$ cat src/rtl/vmem_pkg.sv
// Shared constants for the vector memory sequencer: state codes, word width
// and lane-slice helpers.
package vmem_pkg;

  localparam int WORD       = 32;
  localparam int NLANES_DEF = 5;
  localparam int VSIZE_W    = 3;

  typedef logic [2:0] state_t;

  localparam state_t ST_IDLE   = 3'd0;
  localparam state_t ST_ISSUE  = 3'd1;
  localparam state_t ST_WAIT_R = 3'd2;
  localparam state_t ST_DONE   = 3'd3;
  localparam state_t ST_ERR    = 3'd4;

  function automatic int lane_lo(input int idx);
    return idx * WORD;
  endfunction

endpackage

$ cat src/rtl/vmem_lane_buf.sv
// Load capture bank: NLANES 32-bit lanes, cleared on load accept, one lane
// written per returned word.
module vmem_lane_buf
  import vmem_pkg::*;
#(
  parameter int NLANES = NLANES_DEF
) (
  input  logic                     clk,
  input  logic                     reset,
  input  logic                     clear,
  input  logic                     wr_en,
  input  logic [VSIZE_W-1:0]       idx,
  input  logic [WORD-1:0]          wdata,
  output logic [WORD*NLANES-1:0]   lanes
);

  always_ff @(posedge clk) begin
    if (!reset) begin
      lanes <= '0;
    end else if (clear) begin
      lanes <= '0;
    end else if (wr_en) begin
      for (int i = 0; i < NLANES; i++) begin
        if (idx == VSIZE_W'(i)) lanes[lane_lo(i) +: WORD] <= wdata;
      end
    end
  end

endmodule

$ cat src/rtl/vmem_seq.sv
// Vector load/store sequencer: splits one vector request into per-element
// word accesses and stalls the datapath until the whole vector completes.
//
// state   | meaning
// IDLE    | waiting for start; busy low
// ISSUE   | element k request held on the memory port until granted
// WAIT_R  | load element k granted, waiting for its read return
// DONE    | one-cycle completion pulse
// ERR     | one-cycle rejection pulse for a malformed request
module vmem_seq
  import vmem_pkg::*;
#(
  parameter int NLANES = NLANES_DEF,
  parameter int AW     = 32
) (
  input  logic                    clk,
  input  logic                    reset,
  input  logic                    start,
  input  logic                    is_store,
  input  logic [AW-1:0]           base_addr,
  input  logic [VSIZE_W-1:0]      vsize,
  input  logic [WORD*NLANES-1:0]  wlanes,
  output logic                    busy,
  output logic                    done,
  output logic                    err,
  output logic [WORD*NLANES-1:0]  rlanes,
  output logic                    mem_req,
  output logic                    mem_we,
  output logic [AW-1:0]           mem_addr,
  output logic [WORD-1:0]         mem_wdata,
  input  logic                    mem_gnt,
  input  logic                    mem_rvalid,
  input  logic [WORD-1:0]         mem_rdata
);

  state_t                  state;
  logic [VSIZE_W-1:0]      k;
  logic [VSIZE_W-1:0]      vsize_r;
  logic [AW-1:0]           base_r;
  logic                    store_r;
  logic [WORD*NLANES-1:0]  wlanes_r;

  logic                    req_bad;
  logic                    last;
  logic                    issue;
  logic [WORD-1:0]         lane_k;

  assign req_bad = (vsize == '0) || (int'(vsize) > NLANES) || (base_addr[1:0] != 2'b00);
  assign last    = (k == vsize_r - VSIZE_W'(1));
  assign issue   = (state == ST_ISSUE);

  always_ff @(posedge clk) begin
    if (!reset) begin
      state    <= ST_IDLE;
      k        <= '0;
      vsize_r  <= '0;
      base_r   <= '0;
      store_r  <= 1'b0;
      wlanes_r <= '0;
    end else begin
      case (state)
        ST_IDLE: begin
          if (start) begin
            base_r   <= base_addr;
            vsize_r  <= vsize;
            store_r  <= is_store;
            wlanes_r <= wlanes;
            k        <= '0;
            state    <= req_bad ? ST_ERR : ST_ISSUE;
          end
        end
        ST_ISSUE: begin
          if (mem_gnt) begin
            if (store_r) begin
              k     <= k + VSIZE_W'(1);
              state <= last ? ST_DONE : ST_ISSUE;
            end else begin
              state <= ST_WAIT_R;
            end
          end
        end
        ST_WAIT_R: begin
          if (mem_rvalid) begin
            if (last) begin
              state <= ST_DONE;
            end else begin
              k     <= k + VSIZE_W'(1);
              state <= ST_ISSUE;
            end
          end
        end
        default: state <= ST_IDLE;
      endcase
    end
  end

  always_comb begin
    lane_k = '0;
    for (int i = 0; i < NLANES; i++) begin
      if (k == VSIZE_W'(i)) lane_k = wlanes_r[lane_lo(i) +: WORD];
    end
  end

  // Port outputs are forced to zero outside ISSUE so the bus is quiet when idle.
  assign busy      = (state != ST_IDLE);
  assign done      = (state == ST_DONE);
  assign err       = (state == ST_ERR);
  assign mem_req   = issue;
  assign mem_we    = issue & store_r;
  assign mem_addr  = issue ? base_r + AW'({k, 2'b00}) : '0;
  assign mem_wdata = issue ? lane_k : '0;

  vmem_lane_buf #(.NLANES(NLANES)) u_lane_buf (
    .clk   (clk),
    .reset (reset),
    .clear (state == ST_IDLE && start && !is_store && !req_bad),
    .wr_en (state == ST_WAIT_R && mem_rvalid),
    .idx   (k),
    .wdata (mem_rdata),
    .lanes (rlanes)
  );

endmodule

$ cat config.mk
export PLATFORM = sky130hd
export DESIGN_NAME = vmem_seq
export DESIGN_NICKNAME = d
export VERILOG_FILES = /design/src/rtl/vmem_pkg.sv /design/src/rtl/vmem_lane_buf.sv /design/src/rtl/vmem_seq.sv
export SDC_FILE = /design/constraint.sdc
export NUM_CORES = 1
export LEC_CHECK = 0
export ABC_AREA = 1
export CORE_UTILIZATION = 48
export CTS_CLUSTER_DIAMETER = 200
export CTS_CLUSTER_SIZE = 28
export DETAILED_ROUTE_END_ITERATION = 7
export PLACE_DENSITY = 0.83
export RECOVER_POWER = 100
export SKIP_CTS_REPAIR_TIMING = 1
export SLEW_MARGIN = 20
export SYNTH_ARGS = -nofsm -noshare
export SYNTH_HDL_FRONTEND = slang
export SYNTH_SLANG_ARGS = --single-unit
$ cat constraint.sdc
create_clock -name clk -period 3 [get_ports clk]
set_input_delay 0.45 -clock clk [delete_from_list [all_inputs] [get_ports clk]]
set_output_delay 0.45 -clock clk [all_outputs]
set_load 0.05 [all_outputs]
==> results.yml, run 1 <==
drt:
  drt-initial-drc-count: 1294
  drc_errors: 0
  via_count: 16511
  antenna_left: 0
  viasPerCell: 5.25
  avgRoutedWirePerCell_um: 17.0
  drtPass1Iterations: 6
  routed_wl_mm: 53.4
pwr:
  total_power_uw: 15100
  sw_frac_of_total_pct: 40.5
  leakage_uw: 0.00966
  p_clk_share_pct: 16.9
  intPower_uw: 9000
  p_switching_uw: 6130
  p_per_area_nw_per_um2: 684
  p_comb_share_pct: 41.6
  irDropWorstVdd_mv: 0.513
  p_seq_share_pct: 41.5
timing:
  min_period_ns: 3.02
  worstMarginPinSlew_ns: 0.703
  fmax_mhz: 331
  slew_headroom_pct: 53.2
  setup_viol: 1
  hold_slack_ns: 0.327
  fin_skew_ns: 0.0154
  hold_viol: 0
  period_share_pct: 101
  finalSetupTns_ns: -0.0240
  rsz0062_at_grt: "true"
  final-max-slew-violation-count: 0
  layout_setup_ws_ns: -0.0240
job:
  max_cap_viol_count: 0
synth:
  ys_seq_area_share_pct: 45.7
  ys_types: 31
  netlist_area_um2: 15900
  synthesis.nets: 2566
  ys_seq_elements: 362
  synth_area_leader_cell: "dfxtp_1"
  synth_top_area_share_pct: 45.7
  yosysWarningCount: 0
  synth_area_leaders: "dfxtp_1, o21ai_0, nand2_1, nor2_1, inv_1"
  netlist_instances: 2323
  avgSynthCellArea_um2: 6.83
status:
  outcome: "finished with violations"
  violations: "negative setup slack"
worst_hold_path:
  min_path_type: "input port to flip-flop"
critical_path:
  critPathCaptureType: "output pin"
  worstPathArrival_ns: 2.57
  startpoint_type: "flip-flop"
  cp_max_fo: 5
  required_ns: 2.55
  critical_path_class: "flip-flop to output pin"
clock_tree:
  numCtsBuffers: 16
  htreeDepth: 1
  cts.path.max_buffers: 3
  clk_pin_slew_ns: 0.11
  clk_latency_ns: 0.51
  clockRootBuffer: "clkbuf_16"
  cts_tree: "done"
  cts.sink_count: 362
global_routing:
  gr-usage-met1_pct: 35.0
  grtUsageMet3_pct: 8.54
  grt_max_degree: 161
  antenna_found_initial: 9
  grt_overflow: 0
  use_met2_pct: 51.4
  grt_usage_pct: 30.2
  grt_pass1_vias: 15756
  top_usage_layer: "met2"
  grt_pass1_wl_mm: 81.8
die:
  dieHeight_um: 184
  rows: 66
  coreArea_um2: 32500
  die_area_um2: 33800
  pin_count: 462
  start_util_pct: 48.8
  die_w_um: 184
placement:
  portBuffers: 461
  dp_cells: 3110
  place_congestion: 0.940
  hpwl_mm: 37.3
finish:
  fin_util_pct: 68.0
  layout-drive-gt1-share_pct: 7.84
  final_cell_mix: "nand2_1, o21ai_0, clkdlybuf4s50_1, dfxtp_1, nor2_1"
  synthToLayoutAreaGrowth_pct: 39.3
  fillers: 2742
  layout.nets: 2936
  finalNonFillerCells: 3144
  final_common_cell: "nand2_1"
[registers in the layout (all words and copies together) (netlist names)]
name	count
u_lane_buf.lanes	160
store_r	1
base_r	32
state	3
vsize_r	3
wlanes_r	160
k	3
[worst max-delay path: stages, from the launching register on]
cell and delay, ns:
dfxtp_4 0.40, ha_4 0.14, inv_2 0.04, fa_2 0.34, inv_2 0.08, nand2_2 0.07, nand2_2 0.09, nand2_4 0.07
nor3_1 0.15, buf_4 0.18, nor2_1 0.05, a211oi_2 0.27, buf_12 0.18
[layer usage]
| layer | up-vias | wire length (um) |
|---|---|---|
| li1 | 8041 | - |
| met1 | 7618 | 20400 |
| met2 | 702 | 25300 |
| met3 | 150 | 5120 |
| met4 | 0 | 2610 |
| met5 | - | 0 |
[per-stage QoR]
stage / setup WS (ns) / cell area [um^2]
floorplan: 0.122 / 15900
global placement: 0.324 / 21300
detailed placement: 0.268 / 21300
CTS: -0.319 / 21800
global route: -0.121 / 22100
finish: -0.0240 / 22100
[worst paths after layout]
check        slack (ns)                    to  cells after the start     startpoint
max               -0.02           mem_addr[8]                     12           k[0]
max reg2reg        0.81  u_lane_buf.lanes[25]                     11           k[0]
min reg2reg        0.45         wlanes_r[105]                      2  wlanes_r[105]
min                0.33             base_r[0]                      3          reset
[Yosys cell counts, drive strengths merged]
master,instances
a211oi,1
a21oi,104
a31oi,4
buf,41
clkbuf,105
clkinv,3
dfxtp,362
fa,1
ha,9
inv,317
nand2,449
nand3,88
nand4,9
nor2,331
nor3,24
nor3b,1
nor4,1
o211ai,32
o21a,1
o21ai,438
xor2,2
[final cells by class]
class,instances,area [um^2],share of cell area (%)
inverters,320,1210,5.48
multi-input cells,1495,7010,31.7
diodes,9,22.5,0.102
clock buffers,18,439,1.99
well taps,442,553,2.50
flip-flops and latches,362,7250,32.8
repair buffers,498,5620,25.4
[cell families (layout without fill, tap and decap cells)]
kind of cell / after synthesis / count (layout) / share of synthesized area (%)
XOR/XNOR: 2 / 2 / 0.110
flip-flops: 362 / 362 / 45.7
other: 0 / 9 / 0
buffers and inverters: 466 / 836 / 11.8
AND/OR/NAND/NOR: 903 / 903 / 22.7
adder cells (fa/ha/maj): 10 / 10 / 0.836
AO/OA/AOI/OAI: 580 / 580 / 18.9
[power by group through the flow]
stage / Combinational [uW] / Sequential, uW / Clock, uW
floorplan: 3530 / 6630 / 0
global placement: 5890 / 6290 / 0
detailed placement: 6030 / 6330 / 0
CTS: 6050 / 6230 / 2610
global route: 6850 / 6360 / 2800
finish: 6290 / 6270 / 2560
Power figures use the tool's default switching activity.
==> run 2, diff against run 1 <==
--- a/config.mk
+++ b/config.mk
@@ -6,11 +6,11 @@
 export NUM_CORES = 1
 export LEC_CHECK = 0
 export ABC_AREA = 1
-export CORE_UTILIZATION = 48
+export CORE_UTILIZATION = 35
 export CTS_CLUSTER_DIAMETER = 200
 export CTS_CLUSTER_SIZE = 28
 export DETAILED_ROUTE_END_ITERATION = 7
-export PLACE_DENSITY = 0.83
+export PLACE_DENSITY = 0.64
 export RECOVER_POWER = 100
 export SKIP_CTS_REPAIR_TIMING = 1
 export SLEW_MARGIN = 20
==> run 2 against run 1 <==
  * The run still ends with negative setup slack left
  * Non-clock buffer count rose by 11
  * Cell area rose by 1.2%
  * Clock skew fell by 0.0047 ns
  * Routed wire length rose by 7.7%
  * Critical endpoint unchanged
  * Largest power group unchanged
  * Highest routed layer is now met5
==> results.yml, run 2 (synthesis results as in run 1) <==
worst_hold_path:
  hp-start: "reset"
  worstHoldPathCells: 3
  min_path_type: "input port to flip-flop"
  whs_endpoint: "k[1]"
timing:
  slew_headroom_pct: 7.49
  setup_viol: 3
  layout_setup_ws_ns: -0.0340
  final-max-slew-violation-count: 0
  hold_viol: 0
  fin_skew_ns: 0.0107
  period_share_pct: 101
  hold_slack_ns: 0.337
  worstMarginPinSlew_ns: 1.39
  rsz0062_at_grt: "true"
  fmax_mhz: 330
  min_period_ns: 3.03
  finalSetupTns_ns: -0.0720
critical_path:
  required_ns: 2.55
  worstPathArrival_ns: 2.58
  crit_buf_inv: 4
  startpoint_type: "flip-flop"
  critPathMaxStageDelay_ns: 0.40
  timing.rr.start: "state[0]"
  r2r_cells: 6
  critPathCaptureType: "output pin"
  r2r-end: "wlanes_r[61]"
  critical_path.cell_chain: "ha_4 > inv_2 > fa_2 > inv_2 > nand2_2 > nand2_2 > nand2_4 > nor3_2 > buf_4 > nor2_1 > a211oi_2 > buf_12"
  crit_family: "adder cells"
  cp_max_fo: 4
  critPathSlowestCell: "dfxtp_4"
  critical_path_class: "flip-flop to output pin"
  r2r_setup_slack_ns: 0.24
placement:
  portBuffers: 461
  place_ws_ns: 0.225
  hpwl_mm: 39.9
  dp_cells: 3264
  place_congestion: 0.898
  dpl_cell_area_um2: 21600
finish:
  synthToLayoutAreaGrowth_pct: 40.9
  final_area_um2: 22400
  final_cell_mix: "nand2_1, o21ai_0, dfxtp_1, nor2_1, inv_1"
  layout.nets: 2947
  layout-drive-gt1-share_pct: 7.43
  reg.largest.list: "u_lane_buf.lanes x160, wlanes_r x160, base_r x32"
  finalNonFillerCells: 3305
  final_common_cell: "nand2_1"
drt:
  drtPass1Iterations: 5
  drc_errors: 0
  avgRoutedWirePerCell_um: 17.4
  viasPerCell: 4.93
  routed_wl_mm: 57.5
  antenna_left: 0
  drt-initial-drc-count: 1176
  via_count: 16280
die:
  die_area_um2: 46200
  dieHeight_um: 215
  coreArea_um2: 44500
  start_util_pct: 35.7
  pin_count: 462
  die_w_um: 215
  rows: 77
global_routing:
  antenna_found_initial: 10
  grt_usage_pct: 23.6
  grt_pass1_wl_mm: 87.5
  grt_overflow: 0
  grt_pass1_vias: 15621
  grt_max_degree: 162
pwr:
  leakage_uw: 0.0102
  p_per_area_nw_per_um2: 689
  irDropWorstVdd_mv: 0.396
status:
  violations: "negative setup slack"
  outcome: "finished with violations"
clock_tree:
  cts.path.max_buffers: 3
  cts.sink_count: 362
  clk_pin_slew_ns: 0.12
  numCtsBuffers: 16
  cts_tree: "done"
  htreeDepth: 1
  clockRootBuffer: "clkbuf_16"
  clk_latency_ns: 0.53
job:
  max_cap_viol_count: 0
==> run 2: tightest hold or removal path, delay by kind of cell <==
family,cells,cell delay [ns]
buffers and inverters,1,0.23
AND/OR/NAND/NOR,2,0.14
==> run 2: through the flow <==
step	power (uW)	util (%)
3_3_place_gp	12400	48.5
3_5_place_dp	12500	48.5
4_1_cts	15100	49.5
6_report	15400	50.2
2_1_floorplan	10200	-
5_1_grt	16400	50.2
==> run 2: power by group <==
| part | total (uW) | leakage (uW) | switching (uW) | internal [uW] |
|---|---|---|---|---|
| clock network | 2640 | 0.000217 | 1580 | 1050 |
| logic | 6540 | 0.00698 | 4270 | 2260 |
| registers | 6240 | 0.00297 | 512 | 5730 |
| total | 15400 | 0.0102 | 6370 | 9050 |
==> run 2: cell type report <==
class / instances / area (um^2)
sequential: 362 / 7260
antenna: 9 / 22.5
fill: 4338 / 22100
clock buffer: 18 / 439
inverter: 320 / 1220
timing repair buffer: 509 / 5680
tap: 592 / 741
multi-input combinational: 1495 / 7000
==> run 2: layer usage <==
layer | vias to the layer above | GRT usage [%] | wire, um
met2 | 529 | 39.9 | 27200
met1 | 7610 | 28.5 | 23500
met4 | 4 | 6.83 | 1500
met3 | 66 | 7.60 | 5230
li1 | 8071 | - | -
met5 | - | 0 | 25
==> run 2: worst max-delay path by stage <==
stage / from / to / depth (start not counted)
after floorplan: k[0] / mem_addr[16] / 12
after global placement: k[0] / mem_addr[16] / 13
after detailed placement: k[0] / mem_addr[16] / 13
after CTS: k[0] / mem_addr[16] / 13
after global routing: k[0] / mem_addr[24] / 14
final: k[0] / mem_addr[8] / 12
==> run 3, diff against run 2 <==
--- a/config.mk
+++ b/config.mk
@@ -6,11 +6,11 @@
 export NUM_CORES = 1
 export LEC_CHECK = 0
 export ABC_AREA = 1
-export CORE_UTILIZATION = 35
+export CORE_UTILIZATION = 37
 export CTS_CLUSTER_DIAMETER = 200
 export CTS_CLUSTER_SIZE = 28
 export DETAILED_ROUTE_END_ITERATION = 7
-export PLACE_DENSITY = 0.64
+export PLACE_DENSITY = 0.67
 export RECOVER_POWER = 100
 export SKIP_CTS_REPAIR_TIMING = 1
 export SLEW_MARGIN = 20
==> run 3 against run 2 <==
  * The run still ends with negative setup slack left
  * Non-clock buffer count fell by 15
  * Via count fell by 0.86%
  * Utilization rose by 1.8 points
  * Sequential share of layout area rose by 0.61 points
  * Clock-buffer cell count did not move
  * Sequential power barely moved
  * Cell area fell by 1.9%
  * Combinational power fell by 7.2%
  * Die area fell by 5.4%
  * Largest power group is now sequential cells
==> results.yml, run 3 (synthesis results as in run 1) <==
status:
  outcome: "finished with violations"
  violations: "negative setup slack"
timing:
  setup_viol: 1
  min_period_ns: 3.04
  hold_viol: 0
  slew_headroom_pct: 6.74
  period_share_pct: 101
  fin_skew_ns: 0.0204
  fmax_mhz: 329
  worstMarginPinSlew_ns: 1.40
  final-max-slew-violation-count: 0
  rsz0062_at_grt: "true"
  layout_setup_ws_ns: -0.0441
job:
  max_cap_viol_count: 0
critical_path:
  cp_max_fo: 4
  critical_path_class: "flip-flop to output pin"
  worstPathArrival_ns: 2.59
  startpoint_type: "flip-flop"
  critPathCaptureType: "output pin"
  required_ns: 2.55
finish:
  layout-drive-gt1-share_pct: 6.36
  layout.nets: 2932
  synthToLayoutAreaGrowth_pct: 38.2
  finalNonFillerCells: 3236
  final_cell_mix: "nand2_1, o21ai_0, dfxtp_1, nor2_1, inv_1"
  final_area_um2: 21900
  reg.largest.list: "u_lane_buf.lanes x160, wlanes_r x160, base_r x32"
  final_common_cell: "nand2_1"
  fin_util_pct: 52.1
pwr:
  intPower_uw: 8800
  leakage_uw: 0.0101
  total_power_uw: 14900
  p_clk_share_pct: 17.5
  p_seq_share_pct: 41.8
  sw_frac_of_total_pct: 41.0
  p_per_area_nw_per_um2: 679
  irDropWorstVdd_mv: 0.607
  p_switching_uw: 6110
  p_comb_share_pct: 40.7
drt:
  routed_wl_mm: 55.7
  antenna_left: 0
  drt-initial-drc-count: 1221
  avgRoutedWirePerCell_um: 17.2
  drc_errors: 0
  drtPass1Iterations: 5
  viasPerCell: 4.99
  via_count: 16140
clock_tree:
  clk_latency_ns: 0.53
  clk_pin_slew_ns: 0.11
  clockRootBuffer: "clkbuf_16"
  cts.sink_count: 362
  cts.path.max_buffers: 3
  numCtsBuffers: 16
  htreeDepth: 1
  cts_tree: "done"
global_routing:
  antenna_found_initial: 9
  grtUsageMet3_pct: 6.60
  use_met2_pct: 40.5
  grt_pass1_wl_mm: 86.5
  grt_usage_pct: 24.5
  grt_max_degree: 189
  gr-usage-met1_pct: 30.6
  top_usage_layer: "met2"
  grt_pass1_vias: 15546
  grt_overflow: 0
die:
  start_util_pct: 37.7
  die_area_um2: 43700
  coreArea_um2: 42100
  dieHeight_um: 209
  rows: 75
  pin_count: 462
  die_w_um: 209
placement:
  portBuffers: 461
  place_congestion: 0.883
  dp_cells: 3206
  hpwl_mm: 38.7
  dpl_cell_area_um2: 21500
worst_hold_path:
  min_path_type: "input port to flip-flop"
## run 3: per-layer routing
layer / share of wire (%) / wire length [um] / vias up
met5: 0.023 / 13 / -
met4: 3.2 / 1780 / 2
met3: 8.5 / 4720 / 90
met2: 47 / 26000 / 542
met1: 41 / 23100 / 7461
li1: - / - / 8045
## run 3: worst paths after layout
path	from	endpoint	slack (ns)	cells after the start
hold / removal	reset	base_r[0]	0.26	3
hold reg to reg	wlanes_r[111]	wlanes_r[111]	0.46	2
setup reg to reg	state[0]	base_r[8]	0.27	7
setup / recovery	k[0]	mem_addr[8]	-0.04	12
## run 3: layout make-up
type,instances,area (um^2)
Antenna cell,8,20.0
Clock buffer,18,439
Fill cell,4014,20200
Inverter,320,1210
Multi-Input combinational cell,1495,6950
Sequential cell,362,7250
Tap cell,539,674
Timing Repair Buffer,494,5390
## run 3: worst max-delay path: stages, from the launching register on
cell and delay, ns:
dfxtp_4 0.39, ha_4 0.13, inv_2 0.03, fa_2 0.34, inv_2 0.09, nand2_2 0.07, nand2_2 0.08, nand2_4 0.07
nor3_4 0.20, buf_6 0.15, nor2_4 0.04, a211oi_4 0.26, clkbuf_16 0.22
## run 3: power by group through the flow
stage | Clock [uW] | Combinational [uW] | Sequential, uW
detailed placement | 0 | 6110 | 6310
floorplan | 0 | 3530 | 6630
CTS | 2690 | 6140 | 6200
global placement | 0 | 6040 | 6280
global route | 2850 | 6690 | 6330
finish | 2610 | 6070 | 6230
## run 3: per-stage QoR
step | setup TNS, ns | setup WS (ns) | hold WS [ns]
2_1_floorplan | 0 | 0.122 | 0.425
3_3_place_gp | 0 | 0.269 | 0.436
3_5_place_dp | 0 | 0.296 | 0.440
4_1_cts | -6.97 | -0.295 | 0.247
5_1_grt | -2.52 | -0.169 | 0.257
6_report | -0.0441 | -0.0441 | 0.264
